===== src/rtl/alu_cmd_queue_if.sv =====
// Command and result handshake bundle for alu_cmd_queue.
// The master side produces commands and consumes results; the slave side
// is the queue itself.
interface alu_cmd_queue_if #(
  parameter int n = 8
);
  // Command channel
  logic         in_valid;
  logic         in_ready;
  logic [n-1:0] in_a;
  logic [n-1:0] in_b;
  logic [2:0]   in_sel;

  // Result channel
  logic         out_valid;
  logic         out_ready;
  logic [n:0]   out_q;
  logic         out_zero;
  logic         out_dz;

  modport master (
    output in_valid, in_a, in_b, in_sel, out_ready,
    input  in_ready, out_valid, out_q, out_zero, out_dz
  );

  modport slave (
    input  in_valid, in_a, in_b, in_sel, out_ready,
    output in_ready, out_valid, out_q, out_zero, out_dz
  );
endinterface


===== src/rtl/alu_cmd_queue.sv =====
// Command FIFO in front of a combinational ALU plus a registered,
// back-pressured result stage behind it. One command issues per cycle
// whenever the result register is free or being drained that same cycle.
module alu_cmd_queue #(
  parameter int n     = 8,
  parameter int DEPTH = 4
) (
  input  logic                     clk,
  input  logic                     rst_n,
  alu_cmd_queue_if.slave           bus,
  output logic [n-1:0]             alu_a,
  output logic [n-1:0]             alu_b,
  output logic [2:0]               alu_sel,
  output logic                     alu_en,
  input  logic [n:0]               alu_q,
  output logic [$clog2(DEPTH):0]   count
);

  localparam int PW = $clog2(DEPTH);
  localparam int CW = PW + 1;

  localparam logic [2:0] SEL_DIV = 3'b011;

  typedef struct packed {
    logic [n-1:0] a;
    logic [n-1:0] b;
    logic [2:0]   sel;
  } cmd_t;

  cmd_t          mem [DEPTH];
  logic [PW-1:0] wr_ptr;
  logic [PW-1:0] rd_ptr;
  cmd_t          head;
  logic          empty;
  logic          push;
  logic          issue;

  // No pass-through when full: in_ready depends on occupancy alone, so a
  // pop in the same cycle never opens a slot early.
  assign empty        = (count == '0);
  assign bus.in_ready = (count < CW'(DEPTH));
  assign push         = bus.in_valid && bus.in_ready;
  assign issue        = !empty && (!bus.out_valid || bus.out_ready);
  assign head         = mem[rd_ptr];
  assign alu_en       = issue;

  // Present the FIFO head to the ALU; park the operands at zero when empty.
  always_comb begin
    // NOTE: every output gets a default before the conditional so no latch is inferred.
    alu_a   = '0;
    alu_b   = '0;
    alu_sel = '0;
    if (!empty) begin
      alu_a   = head.a;
      alu_b   = head.b;
      alu_sel = head.sel;
    end
  end

  // Command storage write port.
  // NOTE: the storage array has no reset; entries are only read once count
  // says they were written, so clearing them would buy nothing.
  always_ff @(posedge clk) begin
    if (push) mem[wr_ptr] <= '{a: bus.in_a, b: bus.in_b, sel: bus.in_sel};
  end

  // Pointers and occupancy; pointers wrap naturally at DEPTH.
  always_ff @(posedge clk or negedge rst_n) begin
    if (!rst_n) begin
      // NOTE: non-blocking assignments keep every register sampling pre-edge values.
      wr_ptr <= '0;
      rd_ptr <= '0;
      count  <= '0;
    end else begin
      if (push)  wr_ptr <= wr_ptr + PW'(1);
      if (issue) rd_ptr <= rd_ptr + PW'(1);
      case ({push, issue})
        2'b10:   count <= count + CW'(1);
        2'b01:   count <= count - CW'(1);
        default: count <= count;
      endcase
    end
  end

  // Result register: capture on issue, drop valid once drained with no refill.
  always_ff @(posedge clk or negedge rst_n) begin
    if (!rst_n) begin
      bus.out_valid <= 1'b0;
      bus.out_q     <= '0;
      bus.out_zero  <= 1'b0;
      bus.out_dz    <= 1'b0;
    end else if (issue) begin
      bus.out_valid <= 1'b1;
      bus.out_q     <= alu_q;
      bus.out_zero  <= (alu_q[n-1:0] == '0);
      bus.out_dz    <= (head.sel == SEL_DIV) && (head.b == '0);
    end else if (bus.out_valid && bus.out_ready) begin
      bus.out_valid <= 1'b0;
    end
  end

endmodule


===== src/flat_wrapper.sv =====
// flat-port wrapper written by rule: the top's interface ports become plain ports
module alu_cmd_queue_flat 
#(
  parameter int n     = 8,
  parameter int DEPTH = 4
)
  (clk, rst_n, alu_a, alu_b, alu_sel, alu_en, alu_q, count, bus_in_valid, bus_in_a, bus_in_b, bus_in_sel, bus_out_ready, bus_in_ready, bus_out_valid, bus_out_q, bus_out_zero, bus_out_dz);
  alu_cmd_queue_if #(.n(n)) bus_i ();
  input  logic clk;
  input  logic rst_n;
  output logic [n-1:0] alu_a;
  output logic [n-1:0] alu_b;
  output logic [2:0] alu_sel;
  output logic alu_en;
  input  logic [n:0] alu_q;
  output logic [$clog2(DEPTH):0] count;
  input wire logic [$bits(bus_i.in_valid)-1:0] bus_in_valid;
  input wire logic [$bits(bus_i.in_a)-1:0] bus_in_a;
  input wire logic [$bits(bus_i.in_b)-1:0] bus_in_b;
  input wire logic [$bits(bus_i.in_sel)-1:0] bus_in_sel;
  input wire logic [$bits(bus_i.out_ready)-1:0] bus_out_ready;
  output wire logic [$bits(bus_i.in_ready)-1:0] bus_in_ready;
  output wire logic [$bits(bus_i.out_valid)-1:0] bus_out_valid;
  output wire logic [$bits(bus_i.out_q)-1:0] bus_out_q;
  output wire logic [$bits(bus_i.out_zero)-1:0] bus_out_zero;
  output wire logic [$bits(bus_i.out_dz)-1:0] bus_out_dz;
  assign bus_i.in_valid = bus_in_valid;
  assign bus_i.in_a = bus_in_a;
  assign bus_i.in_b = bus_in_b;
  assign bus_i.in_sel = bus_in_sel;
  assign bus_i.out_ready = bus_out_ready;
  assign bus_in_ready = bus_i.in_ready;
  assign bus_out_valid = bus_i.out_valid;
  assign bus_out_q = bus_i.out_q;
  assign bus_out_zero = bus_i.out_zero;
  assign bus_out_dz = bus_i.out_dz;
  alu_cmd_queue #(.n(n), .DEPTH(DEPTH)) u_core (.clk(clk), .rst_n(rst_n), .bus(bus_i), .alu_a(alu_a), .alu_b(alu_b), .alu_sel(alu_sel), .alu_en(alu_en), .alu_q(alu_q), .count(count));
endmodule

===== config.mk =====
export PLATFORM = sky130hd
export DESIGN_NAME = alu_cmd_queue_flat
export DESIGN_NICKNAME = d
export VERILOG_FILES = /design/src/rtl/alu_cmd_queue_if.sv /design/src/rtl/alu_cmd_queue.sv /design/src/flat_wrapper.sv
export SDC_FILE = /design/constraint.sdc
export NUM_CORES = 1
export LEC_CHECK = 0
export CAP_MARGIN = 25
export CORE_AREA = 5 5 89 91
export DETAILED_ROUTE_END_ITERATION = 6
export DIE_AREA = 0 0 94 96
export PLACE_DENSITY = 0.82
export SYNTH_ARGS = -nofsm -noshare
export SYNTH_HDL_FRONTEND = slang
export SYNTH_SLANG_ARGS = --single-unit

===== constraint.sdc =====
create_clock -name clk -period 4.95 [get_ports clk]
set_input_delay 0.99 -clock clk [delete_from_list [all_inputs] [get_ports clk]]
set_output_delay 0.99 -clock clk [all_outputs]
set_load 0.1 [all_outputs]

; ---- Word-level counts from Yosys, hierarchy flattened
; Memory sizes are Yosys's and may differ from the RTL's.
; Index checks and enable logic that the tools add are counted.
[word_totals]
register_bits = 19
word_cells = 36
in_bits = 32
n_memories = 1
mem_bits_rw = 76
[mem_list]
columns = name, depth, word_bits, rd, rd_ports_with_merged_regs, wr, line_no
row1 = u_core.mem, 4, 19, 1, 0, 1, alu_cmd_queue.sv:30  ; cmd_t mem [DEPTH];
[op_classes]
mux = 8
eq_ne = 3
magnitude_cmp = 1
add_sub_neg = 4
n_reduce_logical = 12
[ops]
columns = cell, count
row1 = 8-bit zero test, 2
row2 = 8-bit two-way mux, 2
row3 = 3-bit case mux with 2 select lines, 1
row4 = 2-bit by 1-bit adder with 2-bit output (second input constant), 2
row5 = 1-bit logical AND, 4
row6 = 1-bit two-way mux, 4
row7 = 2-bit nonzero test, 2
row8 = 3-bit by 1-bit adder with 3-bit output (second input constant), 1
row9 = 3-bit by 2-bit == test with 1-bit output (second input constant), 1
row10 = 3-bit zero test, 1
row11 = 3-bit < comparator (second input constant), 1
row12 = 3-bit two-way mux, 1
row13 = 3-bit by 1-bit subtractor with 3-bit output (second input constant), 1
row14 = 2-bit by 1-bit == test with 1-bit output (second input constant), 1
row15 = 2-bit == test (second input constant), 1
row16 = 1-bit zero test, 2
row17 = 1-bit logical OR, 1

; ---- Depth between registers and ports, before layout
; Gate-level depths: netlist (run 1).
[depth]
ltp_word = 5
ltp_mapped = 9
ltp_nobuf = 8

; ---- Worst setup path after synthesis (run 1)
; Ideal clock, no wire load.
[synth_path]
path_type = register -> output
startpoint = reg u_core.count[0]
endpoint = out alu_a[0]
stages_incl_launch_ff = 4
setup_slack_ns = 1.206
arrival_time_ns = 2.754
path_cell_list = dfrtp_1 -> nor3_1 -> clkbuf_1 -> nor2b_1
[synth_between]
elab_chain_len = 2
[synth_lines]
columns = item, line_no
row1 = from (decl), alu_cmd_queue.sv:16  ; output logic [$clog2(DEPTH):0] count
row2 = from (signal assigned), alu_cmd_queue.sv:78  ; 2'b10: count <= count + CW'(1);
row3 = from (signal assigned), alu_cmd_queue.sv:79  ; 2'b01: count <= count - CW'(1);
row4 = from (signal assigned), alu_cmd_queue.sv:80  ; default: count <= count;
row5 = 3-bit zero test, alu_cmd_queue.sv:40  ; assign empty = (count == '0);
row6 = 8-bit two-way mux, alu_cmd_queue.sv:53  ; if (!empty) begin
row7 = to (decl), flat_wrapper.sv:11  ; output logic [n-1:0] alu_a;
; Every way passes these cells.

; ---- Worst setup path in the final report (run 1)
[layout_path]
startpoint = reg u_core.rd_ptr[0]
endpoint = out alu_b[6]
[layout_between]
elab_chain_len = 2
[layout_lines]
columns = item, line_no
row1 = from (decl), alu_cmd_queue.sv:32  ; logic [PW-1:0] rd_ptr;
row2 = from (signal assigned), alu_cmd_queue.sv:76  ; if (issue) rd_ptr <= rd_ptr + PW'(1);
row3 = memory 4 x 19 bit, n/a
row4 = 8-bit two-way mux, alu_cmd_queue.sv:53
row5 = to (decl), flat_wrapper.sv:12  ; output logic [n-1:0] alu_b;
; Every way passes these cells.

==> results of run 1 <==
## layout make-up
type / count / area, um2 / area share (%)
multi-input cells: 81 / 945 / 19.7
inverters: 11 / 41.3 / 0.862
repair buffers: 72 / 726 / 15.1
well taps: 99 / 124 / 2.59
flip-flops and latches: 95 / 2760 / 57.6
clock buffers: 10 / 128 / 2.66
clock inverters: 6 / 70.1 / 1.46
## path summary, 6_finish.rpt
check,slack (ps),to,cells after the start,from
worst max-delay path,900,alu_b[6],4,u_core.rd_ptr[0]$_DFFE_PN0P_
worst min-delay path,490,u_core.bus.out_q[5]$_DFFE_PN0P_,1,u_core.bus.out_q[5]$_DFFE_PN0P_
worst max register to register,2550,u_core.count[2]$_DFFE_PN0P_,9,u_core.count[0]$_DFFE_PN0P_
worst min register to register,490,u_core.bus.out_q[5]$_DFFE_PN0P_,1,u_core.bus.out_q[5]$_DFFE_PN0P_
max in group asynchronous,3300,u_core.rd_ptr[1]$_DFFE_PN0P_,1,rst_n
min in group asynchronous,1120,u_core.wr_ptr[1]$_DFFE_PN0P_,1,rst_n
## logic make-up after synthesis
family	synth area share, %
buffers and inverters	2.22
adder cells (fa/ha/maj)	2.18
flip-flops	72.9
AO/OA/AOI/OAI	0.960
multiplexers	14.5
XOR/XNOR	1.39
AND/OR/NAND/NOR	5.86
## layout by cell type (no fill, tap or decap), drive strengths merged, types with 4 or more instances in the layout
master,count
clkdlybuf4s50,66
dfrtp,19
xnor2,4
inv,12
ha,5
buf,6
edfxtp,76
mux2,9
mux4,19
clkbuf,10
nor4,4
nor2b,20
and2,4
## through the flow
stage / utilization [%] / worst slack (ps) / hold slack [ps] / area [um2] / cells
after global routing: 67.9 / 721 / 515 / 4790 / 374
after CTS: 67.5 / 842 / 493 / 4760 / 373
after floorplan: - / 1210 / 580 / 3780 / 195
final: 67.9 / 903 / 489 / 4790 / 374
after detailed placement: 64.7 / 1250 / 474 / 4570 / 357
after global placement: 64.7 / 1280 / 468 / 4570 / 357
## layer usage
| layer | global-route usage (%) | vias to the layer above |
|---|---|---|
| li1 | - | 894 |
| met1 | 19.8 | 971 |
| met4 | 7.58 | 0 |
| met3 | 3.52 | 8 |
| met2 | 28.6 | 75 |
| met5 | 0 | - |
## state kept, by name, indices dropped and copies added, names as in the netlist
| register | flops |
|---|---|
| u_core.bus.out_dz | 1 |
| u_core.bus.out_q | 9 |
| u_core.bus.out_valid | 1 |
| u_core.bus.out_zero | 1 |
| u_core.count | 3 |
| u_core.mem | 76 |
| u_core.rd_ptr | 2 |
| u_core.wr_ptr | 2 |
==> metrics.txt, run 1 <==
# TYPE chip_impl_metric gauge
chip_impl_info{name="critPathLaunchType",value="flop"} 1
chip_impl_metric{name="design.die.area",unit="um2"} 9020
chip_impl_info{name="dominantRegCellSynth",value="edfxtp_1"} 1
chip_impl_metric{name="synth_cells",unit=""} 195
chip_impl_metric{name="layout_min_cycle_time",unit="ps"} 4050
chip_impl_info{name="topRoutingLayerUsed",value="met4"} 1
chip_impl_metric{name="boundaryPins",unit=""} 68
chip_impl_metric{name="route.detailed.wl_per_inst",unit="um"} 18.2
chip_impl_metric{name="detailed_place_hpwl",unit="um"} 4570
chip_impl_info{name="cts_tree",value="done"} 1
chip_impl_metric{name="synthArstFlopShare",unit="%"} 20.0
chip_impl_info{name="cp-end-kind",value="primary output"} 1
chip_impl_metric{name="slew_violations",unit=""} 0
chip_impl_metric{name="drv_cap",unit=""} 0
chip_impl_metric{name="grt_pass1_vias",unit=""} 2090
chip_impl_metric{name="dr_total_vias",unit=""} 1948
chip_impl_metric{name="first_pass_iters",unit=""} 4
chip_impl_metric{name="achievable-frequency",unit="MHz"} 247
chip_impl_metric{name="area_growth",unit="%"} 26.7
chip_impl_metric{name="worstPathRequired",unit="ps"} 3960
chip_impl_metric{name="share_of_the_clock_period_used_by_the_worst_path_after_layout",unit="%"} 81.8
chip_impl_metric{name="vias_per_inst",unit=""} 5.21
chip_impl_metric{name="total_global_routing_track_utilization",unit="%"} 16.4
chip_impl_metric{name="timing.final.setup_violations",unit=""} 0
chip_impl_metric{name="drt.antenna.violating_nets",unit=""} 0
chip_impl_info{name="cp_cell_sequence",value="buf_4 > mux4_1 > nor2b_1 > clkdlybuf4s50_1"} 1
chip_impl_info{name="yosysTopAreaCell",value="edfxtp_1"} 1
chip_impl_metric{name="syn-mean-instance-area",unit="um2"} 19.4
chip_impl_metric{name="first_iter_violations",unit=""} 76
chip_impl_metric{name="met3RoutedLength",unit="um"} 453
chip_impl_metric{name="synth.net_count",unit=""} 233
chip_impl_metric{name="core_region_area",unit="um2"} 7060
chip_impl_info{name="hold_wc_path_type",value="reg -> reg"} 1
chip_impl_metric{name="grt_pass1_wl",unit="um"} 10800
chip_impl_metric{name="floorplan.die.width",unit="um"} 94
chip_impl_info{name="crit_path_top_delay_cell",value="clkdlybuf4s50_1"} 1
chip_impl_metric{name="synth_edf_count",unit=""} 76
chip_impl_metric{name="ys_seq_area_share",unit="%"} 72.9
chip_impl_metric{name="worst_clock_skew",unit="ps"} 11.7
chip_impl_metric{name="post-synth-top-area-fraction",unit="%"} 60.4
chip_impl_info{name="critical_path.top_delay_family",value="buffers and inverters"} 1
chip_impl_metric{name="final_sum_of_negative_setup_slack",unit="ps"} 0
chip_impl_metric{name="worst_slew_pin_slew",unit="ps"} 1020
chip_impl_metric{name="post-cts-setup-buffer-count",unit=""} 0
chip_impl_metric{name="num_rows",unit=""} 31
chip_impl_metric{name="grt_overflow_total",unit=""} 0
chip_impl_metric{name="filler_cell_count",unit=""} 503
chip_impl_metric{name="critPathArrivalTime",unit="ps"} 3060
chip_impl_metric{name="wl_met1",unit="um"} 2750
chip_impl_metric{name="drt_wl_total",unit="um"} 6790
chip_impl_metric{name="clock_insertion_delay_worst_skew",unit="ps"} 360
chip_impl_metric{name="buffer_ports.inserted",unit=""} 67
chip_impl_info{name="run_status",value="finished, final reports clean"} 1
chip_impl_metric{name="synth_register_bits",unit=""} 95
chip_impl_info{name="clock-root-buffer",value="clkbuf_8"} 1
chip_impl_metric{name="grt_max_degree",unit=""} 21
chip_impl_metric{name="routabilityCongestion",unit=""} 0.650
chip_impl_metric{name="num-nets-final",unit=""} 308
chip_impl_metric{name="cts-buffers-inserted",unit=""} 9
chip_impl_metric{name="synth_cell_type_count",unit=""} 28
chip_impl_metric{name="drc_errors",unit=""} 0
chip_impl_metric{name="max-slew-margin-rel",unit="%"} 32.3
chip_impl_info{name="yosys-top-cells-area",value="edfxtp_1, dfrtp_1, mux4_2"} 1
chip_impl_metric{name="cts.repair.resized",unit=""} 0
chip_impl_metric{name="postCtsHoldBufs",unit=""} 0
chip_impl_info{name="most_frequent_cell_after_synthesis",value="edfxtp_1"} 1
chip_impl_metric{name="layout-drive-gt1-share",unit="%"} 17.8
chip_impl_metric{name="crit_buf_inv",unit=""} 2
chip_impl_metric{name="critical_path_peak_fanout",unit=""} 10
chip_impl_info{name="critical_path_class",value="reg -> out"} 1
chip_impl_metric{name="initial_core_util",unit="%"} 53.6
chip_impl_info{name="synthTopCellsByCount",value="edfxtp_1, nor2b_1, dfrtp_1"} 1
chip_impl_metric{name="report.final.hold_viol_count",unit=""} 0
chip_impl_metric{name="ys_warn_count",unit=""} 0
chip_impl_metric{name="diodes",unit=""} 0
chip_impl_info{name="rsz0062_at_grt",value="no"} 1
chip_impl_metric{name="buffer_levels_on_the_longest_clock_path",unit=""} 2
chip_impl_metric{name="clock_sink_count",unit=""} 95
chip_impl_metric{name="peak_per_stage_delay_on_the_critical_path",unit="ps"} 970
chip_impl_metric{name="grt_antenna_before_repair",unit=""} 0
chip_impl_metric{name="h-tree-depth",unit=""} 3
chip_impl_metric{name="met2WireLength",unit="um"} 3520
chip_impl_metric{name="die_y",unit="um"} 96
chip_impl_metric{name="synth.cell_area",unit="um2"} 3780
chip_impl_metric{name="worst_setup_hold_path_clk_slew",unit="ps"} 90
Power of run 1 is not shown: default switching activity piles up to over one toggle a cycle in this logic, so the estimate is an artifact.
==> inputs of run 2 (changes only) <==
Settings changed: CORE_AREA 5 5 89 91 to 5 5 96 98, DIE_AREA 0 0 94 96 to 0 0 101 103, PLACE_DENSITY 0.82 to 0.74.
Clock period 4.95 ns to 3.5 ns, I/O delays scaled along.
==> metrics.txt, run 2 (synthesis results as in run 1) <==
# TYPE chip_impl_metric gauge
chip_impl_metric{name="worst_slew_pin_slew",unit="ps"} 995
chip_impl_metric{name="placed_cells",unit=""} 372
chip_impl_info{name="largest-register",value="u_core.mem"} 1
chip_impl_metric{name="grt_pass1_vias",unit=""} 2072
chip_impl_metric{name="buffer_levels_on_the_longest_clock_path",unit=""} 2
chip_impl_info{name="cts_tree",value="done"} 1
chip_impl_metric{name="vias_per_inst",unit=""} 5.07
chip_impl_info{name="critical_path_class",value="reg -> out"} 1
chip_impl_metric{name="grt_pass1_wl",unit="um"} 11000
chip_impl_metric{name="postPlaceCellArea",unit="um2"} 4830
chip_impl_metric{name="num_rows",unit=""} 34
chip_impl_info{name="hold_wc_path_type",value="reg -> reg"} 1
chip_impl_metric{name="route.detailed.wl_per_inst",unit="um"} 17.8
chip_impl_metric{name="reg2reg_depth",unit=""} 4
chip_impl_metric{name="postCtsHoldBufs",unit=""} 0
chip_impl_info{name="critical_path.top_delay_family",value="flip-flops"} 1
chip_impl_info{name="worstHoldStart",value="u_core.bus.out_q[5]$_DFFE_PN0P_"} 1
chip_impl_metric{name="area_growth",unit="%"} 32.2
chip_impl_metric{name="worst_setup_hold_path_clk_slew",unit="ps"} 90
chip_impl_metric{name="slew_violations",unit=""} 0
chip_impl_info{name="top_library_cells_by_usage_in_the_layout_fill_and_taps_aside",value="edfxtp_1, clkdlybuf4s50_1, buf_12"} 1
chip_impl_metric{name="max-slew-margin-rel",unit="%"} 33.4
chip_impl_metric{name="first_iter_violations",unit=""} 79
chip_impl_info{name="critPathLaunchType",value="flop"} 1
chip_impl_metric{name="routabilityCongestion",unit=""} 0.701
chip_impl_metric{name="detailed_place_hpwl",unit="um"} 4760
chip_impl_metric{name="crit_buf_inv",unit=""} 2
chip_impl_metric{name="postLayoutCellArea",unit="um2"} 5000
chip_impl_metric{name="wl_met1",unit="um"} 2880
chip_impl_metric{name="cts.repair.resized",unit=""} 0
chip_impl_metric{name="min_delay_path_depth",unit=""} 1
chip_impl_metric{name="r2r_slack",unit="ps"} 1370
chip_impl_metric{name="dr_total_vias",unit=""} 1969
chip_impl_metric{name="met3RoutedLength",unit="um"} 463
chip_impl_metric{name="post-cts-setup-buffer-count",unit=""} 0
chip_impl_metric{name="timing.final.setup_violations",unit=""} 0
chip_impl_info{name="cp_cell_sequence",value="buf_4 > mux4_2 > nor2b_1 > buf_12"} 1
chip_impl_metric{name="peak_per_stage_delay_on_the_critical_path",unit="ps"} 800
chip_impl_metric{name="layout-drive-gt1-share",unit="%"} 26.4
chip_impl_metric{name="total_global_routing_track_utilization",unit="%"} 14.4
chip_impl_metric{name="clock_insertion_delay_worst_skew",unit="ps"} 350
chip_impl_info{name="cp-end-kind",value="primary output"} 1
chip_impl_metric{name="drt.antenna.violating_nets",unit=""} 0
chip_impl_metric{name="diodes",unit=""} 0
chip_impl_metric{name="drv_cap",unit=""} 0
chip_impl_metric{name="initial_core_util",unit="%"} 45.1
chip_impl_info{name="terminating_pin_of_the_worst_hold_path",value="u_core.bus.out_q[5]$_DFFE_PN0P_"} 1
chip_impl_info{name="critical_register_to_register_path_startpoint",value="u_core.rd_ptr[0]$_DFFE_PN0P_"} 1
chip_impl_metric{name="worst_clock_skew",unit="ps"} 5.68
chip_impl_metric{name="clock_sink_count",unit=""} 95
chip_impl_metric{name="fin_worst_hold_slack",unit="ps"} 492
chip_impl_metric{name="grt_max_degree",unit=""} 21
chip_impl_metric{name="worstPathRequired",unit="ps"} 2800
chip_impl_metric{name="floorplan.die.width",unit="um"} 101
chip_impl_info{name="run_status",value="finished, final reports clean"} 1
chip_impl_metric{name="drc_errors",unit=""} 0
chip_impl_info{name="rsz0062_at_grt",value="no"} 1
chip_impl_metric{name="grt_overflow_total",unit=""} 0
chip_impl_metric{name="h-tree-depth",unit=""} 3
chip_impl_metric{name="core_region_area",unit="um2"} 8380
chip_impl_metric{name="first_pass_iters",unit=""} 4
chip_impl_metric{name="met2WireLength",unit="um"} 3470
chip_impl_metric{name="num-nets-final",unit=""} 313
chip_impl_metric{name="design.die.area",unit="um2"} 10400
chip_impl_metric{name="critical_path_peak_fanout",unit=""} 11
chip_impl_metric{name="layoutNonFillerInstCount",unit=""} 388
chip_impl_metric{name="critPathArrivalTime",unit="ps"} 2270
chip_impl_metric{name="cts-buffers-inserted",unit=""} 9
chip_impl_info{name="topRoutingLayerUsed",value="met4"} 1
chip_impl_info{name="largestRegisters",value="u_core.mem: 76 flops, u_core.bus.out_q: 9 flops, u_core.count: 3 flops"} 1
chip_impl_metric{name="die_y",unit="um"} 103
chip_impl_metric{name="share_of_the_clock_period_used_by_the_worst_path_after_layout",unit="%"} 84.7
chip_impl_metric{name="layout_min_cycle_time",unit="ps"} 2970
chip_impl_metric{name="achievable-frequency",unit="MHz"} 337
chip_impl_metric{name="buffer_ports.inserted",unit=""} 67
chip_impl_metric{name="final_sum_of_negative_setup_slack",unit="ps"} 0
chip_impl_metric{name="grt_antenna_before_repair",unit=""} 0
chip_impl_info{name="layout_commonest_cell",value="edfxtp_1"} 1
chip_impl_info{name="crit_path_top_delay_cell",value="dfrtp_1"} 1
chip_impl_info{name="regToRegEndpoint",value="u_core.bus.out_dz$_DFFE_PN0P_"} 1
chip_impl_metric{name="report.final.hold_viol_count",unit=""} 0
chip_impl_info{name="clock-root-buffer",value="clkbuf_8"} 1
chip_impl_metric{name="boundaryPins",unit=""} 68
chip_impl_metric{name="drt_wl_total",unit="um"} 6920
chip_impl_metric{name="largest_reg_flops",unit=""} 76
## run 2: layout make-up
class                   count  area (um2)
well taps                 108         135
clock buffers              11         131
clock inverters             5        35.0
repair buffers             77         953
inverters                  11        41.3
multi-input cells          81         945
fillers                   615        3380
flip-flops and latches     95        2760
## run 2: worst max-delay path by stage
| stage | startpoint | to | cells past startpoint |
|---|---|---|---|
| after floorplan | u_core.count[0]$_DFFE_PN0P_ | alu_a[0] | 3 |
| after global placement | u_core.rd_ptr[0]$_DFFE_PN0P_ | alu_a[4] | 4 |
| after detailed placement | u_core.rd_ptr[0]$_DFFE_PN0P_ | alu_a[5] | 4 |
| after CTS | u_core.rd_ptr[0]$_DFFE_PN0P_ | alu_a[5] | 4 |
| after global routing | u_core.rd_ptr[0]$_DFFE_PN0P_ | alu_a[5] | 4 |
| final | u_core.rd_ptr[0]$_DFFE_PN0P_ | alu_a[5] | 4 |
## run 2: routing by layer
metal	vias up	global-route usage, %
met2	65	24.2
met5	-	0
li1	905	-
met1	991	17.8
met4	0	7.36
met3	8	3.04
## run 2: stage by stage
step	worst slack, ps	util, %
final	534	59.6
after global routing	384	59.6
after CTS	467	59.6
after detailed placement	863	57.7
after global placement	881	57.7
after floorplan	46.1	-
## run 2: worst register-to-register path, cell delays in order (launching register included)
cell     delay [ps]
dfrtp_1         800
mux4_1          680
nor4_2          330
nand2_1         130
o22ai_2         120
Power of run 2 is left out for the same reason.
==> inputs of run 3 (changes only) <==
Clock period 3.5 ns to 2.6 ns, I/O delays scaled along.
==> metrics.txt, run 3 (synthesis results as in run 1) <==
# TYPE chip_impl_metric gauge
chip_impl_info{name="clock-root-buffer",value="clkbuf_8"} 1
chip_impl_info{name="hold_wc_path_type",value="in -> async"} 1
chip_impl_metric{name="num_rows",unit=""} 34
chip_impl_metric{name="grt_max_degree",unit=""} 21
chip_impl_metric{name="postCtsHoldBufs",unit=""} 0
chip_impl_info{name="cp_cell_sequence",value="buf_6 > mux4_1 > nor2b_2 > buf_12"} 1
chip_impl_metric{name="die_y",unit="um"} 103
chip_impl_metric{name="share_of_the_clock_period_used_by_the_worst_path_after_layout",unit="%"} 94.7
chip_impl_info{name="largest-register",value="u_core.mem"} 1
chip_impl_metric{name="largest_reg_flops",unit=""} 76
chip_impl_info{name="critical_register_to_register_path_startpoint",value="u_core.count[0]$_DFFE_PN0P_"} 1
chip_impl_metric{name="worstPathRequired",unit="ps"} 2080
chip_impl_info{name="critical_path_class",value="reg -> out"} 1
chip_impl_metric{name="drt.antenna.violating_nets",unit=""} 0
chip_impl_metric{name="h-tree-depth",unit=""} 3
chip_impl_metric{name="drt_wl_total",unit="um"} 7010
chip_impl_info{name="largestRegisters",value="u_core.mem: 76 flops, u_core.bus.out_q: 9 flops, u_core.count: 3 flops"} 1
chip_impl_metric{name="max-slew-margin-rel",unit="%"} 79.8
chip_impl_metric{name="grt_antenna_before_repair",unit=""} 0
chip_impl_metric{name="core_region_area",unit="um2"} 8380
chip_impl_metric{name="buffer_levels_on_the_longest_clock_path",unit=""} 2
chip_impl_metric{name="route.detailed.wl_per_inst",unit="um"} 17.9
chip_impl_metric{name="achievable-frequency",unit="MHz"} 406
chip_impl_metric{name="grt_pass1_vias",unit=""} 2066
chip_impl_metric{name="critical_path_peak_fanout",unit=""} 13
chip_impl_metric{name="drc_errors",unit=""} 0
chip_impl_metric{name="floorplan.die.width",unit="um"} 101
chip_impl_metric{name="detailed_place_hpwl",unit="um"} 4870
chip_impl_metric{name="boundaryPins",unit=""} 68
chip_impl_info{name="regToRegEndpoint",value="u_core.count[1]$_DFFE_PN0P_"} 1
chip_impl_info{name="run_status",value="finished, final reports clean"} 1
chip_impl_metric{name="worst_setup_hold_path_clk_slew",unit="ps"} 90
chip_impl_metric{name="grt_overflow_total",unit=""} 0
chip_impl_info{name="top_library_cells_by_usage_in_the_layout_fill_and_taps_aside",value="edfxtp_1, clkdlybuf4s50_1, buf_4"} 1
chip_impl_metric{name="area_growth",unit="%"} 35.9
chip_impl_metric{name="layout_min_cycle_time",unit="ps"} 2460
chip_impl_metric{name="first_iter_violations",unit=""} 71
chip_impl_metric{name="setup_ws",unit="ps"} 138
chip_impl_metric{name="dr_total_vias",unit=""} 1939
chip_impl_metric{name="design.die.area",unit="um2"} 10400
chip_impl_metric{name="initial_core_util",unit="%"} 45.1
chip_impl_metric{name="reg2reg_depth",unit=""} 7
chip_impl_metric{name="report.final.hold_viol_count",unit=""} 0
chip_impl_info{name="crit_path_top_delay_cell",value="mux4_1"} 1
chip_impl_metric{name="timing.final.setup_violations",unit=""} 0
chip_impl_metric{name="cts-buffers-inserted",unit=""} 9
chip_impl_metric{name="peak_per_stage_delay_on_the_critical_path",unit="ps"} 640
chip_impl_metric{name="vias_per_inst",unit=""} 4.95
chip_impl_metric{name="layout-drive-gt1-share",unit="%"} 40.5
chip_impl_metric{name="critPathArrivalTime",unit="ps"} 1940
chip_impl_info{name="critPathLaunchType",value="flop"} 1
chip_impl_metric{name="r2r_slack",unit="ps"} 630
chip_impl_metric{name="clock_sink_count",unit=""} 95
chip_impl_metric{name="fin_worst_hold_slack",unit="ps"} 494
chip_impl_info{name="crit_path_start",value="u_core.rd_ptr[0]$_DFFE_PN0P_"} 1
chip_impl_metric{name="slew_violations",unit=""} 0
chip_impl_metric{name="first_pass_iters",unit=""} 4
chip_impl_metric{name="diodes",unit=""} 0
chip_impl_metric{name="post-cts-setup-buffer-count",unit=""} 0
chip_impl_metric{name="final_sum_of_negative_setup_slack",unit="ps"} 0
chip_impl_metric{name="worst_clock_skew",unit="ps"} 5.98
chip_impl_metric{name="grt_pass1_wl",unit="um"} 11100
chip_impl_metric{name="post-route-util",unit="%"} 61.3
chip_impl_metric{name="worst_slew_pin_slew",unit="ps"} 303
chip_impl_metric{name="dpl_worst_slack",unit="ps"} 296
chip_impl_metric{name="buffer_ports.inserted",unit=""} 67
chip_impl_info{name="setup.worst_path.end",value="alu_b[6]"} 1
chip_impl_metric{name="routabilityCongestion",unit=""} 0.727
chip_impl_metric{name="cts.repair.resized",unit=""} 0
chip_impl_metric{name="num-nets-final",unit=""} 317
chip_impl_metric{name="clock_insertion_delay_worst_skew",unit="ps"} 350
chip_impl_info{name="layout_commonest_cell",value="edfxtp_1"} 1
chip_impl_info{name="cp-end-kind",value="primary output"} 1
chip_impl_metric{name="drv_cap",unit=""} 0
chip_impl_info{name="cts_tree",value="done"} 1
chip_impl_metric{name="total_global_routing_track_utilization",unit="%"} 14.5
chip_impl_info{name="rsz0062_at_grt",value="no"} 1
[run 3: cell types whose count changed in the layout (fill, tap and decap cells not counted), moves of 2 or more]
| cell | before | now |
|---|---|---|
| nor2b_1 | 20 | 1 |
| nor2b_2 | 0 | 19 |
| buf_4 | 11 | 27 |
| clkdlybuf4s50_1 | 45 | 31 |
| dfrtp_1 | 19 | 15 |
| bufinv_16 | 0 | 3 |
| dfrtp_4 | 0 | 3 |
| clkinvlp_4 | 4 | 2 |
[run 3: final cells by class]
type | count | area [um2]
fillers | 605 | 3240
flip-flops and latches | 95 | 2770
multi-input cells | 81 | 992
repair buffers | 81 | 965
well taps | 108 | 135
clock buffers | 10 | 128
clock inverters | 6 | 109
inverters | 11 | 41.3
[run 3: worst min-delay path by stage]
stage	depth (start not counted)	slack, ps	from	to
5_1_grt	2	510	rst_n	u_core.count[0]$_DFFE_PN0P_
3_3_place_gp	1	480	u_core.bus.out_q[5]$_DFFE_PN0P_	u_core.bus.out_q[5]$_DFFE_PN0P_
6_report	2	490	rst_n	u_core.rd_ptr[1]$_DFFE_PN0P_
3_5_place_dp	1	480	u_core.bus.out_q[5]$_DFFE_PN0P_	u_core.bus.out_q[5]$_DFFE_PN0P_
2_1_floorplan	0	220	rst_n	u_core.bus.out_dz$_DFFE_PN0P_
4_1_cts	2	490	rst_n	u_core.count[0]$_DFFE_PN0P_
[run 3: metrics by stage]
step,std cells,instance area (um2)
after floorplan,195,3840
after global placement,376,4900
after detailed placement,376,4900
after CTS,392,5140
after global routing,392,5140
final,392,5140
[run 3: metal layers]
layer  vias up  global-route usage [%]  wire length, um
met1       966                    18.3             2950
met2        50                    23.8             3520
li1        914                       -                -
met3         9                    3.79              433
met5         -                       0                0
met4         0                    6.13              106
[run 3: worst max-delay path: cells and delay by family, from the launching register on]
family,cells,cell delay (ps)
flip-flops,1,370
buffers and inverters,2,380
AND/OR/NAND/NOR,1,200
multiplexers,1,640
Power of run 3 is left out for the same reason.
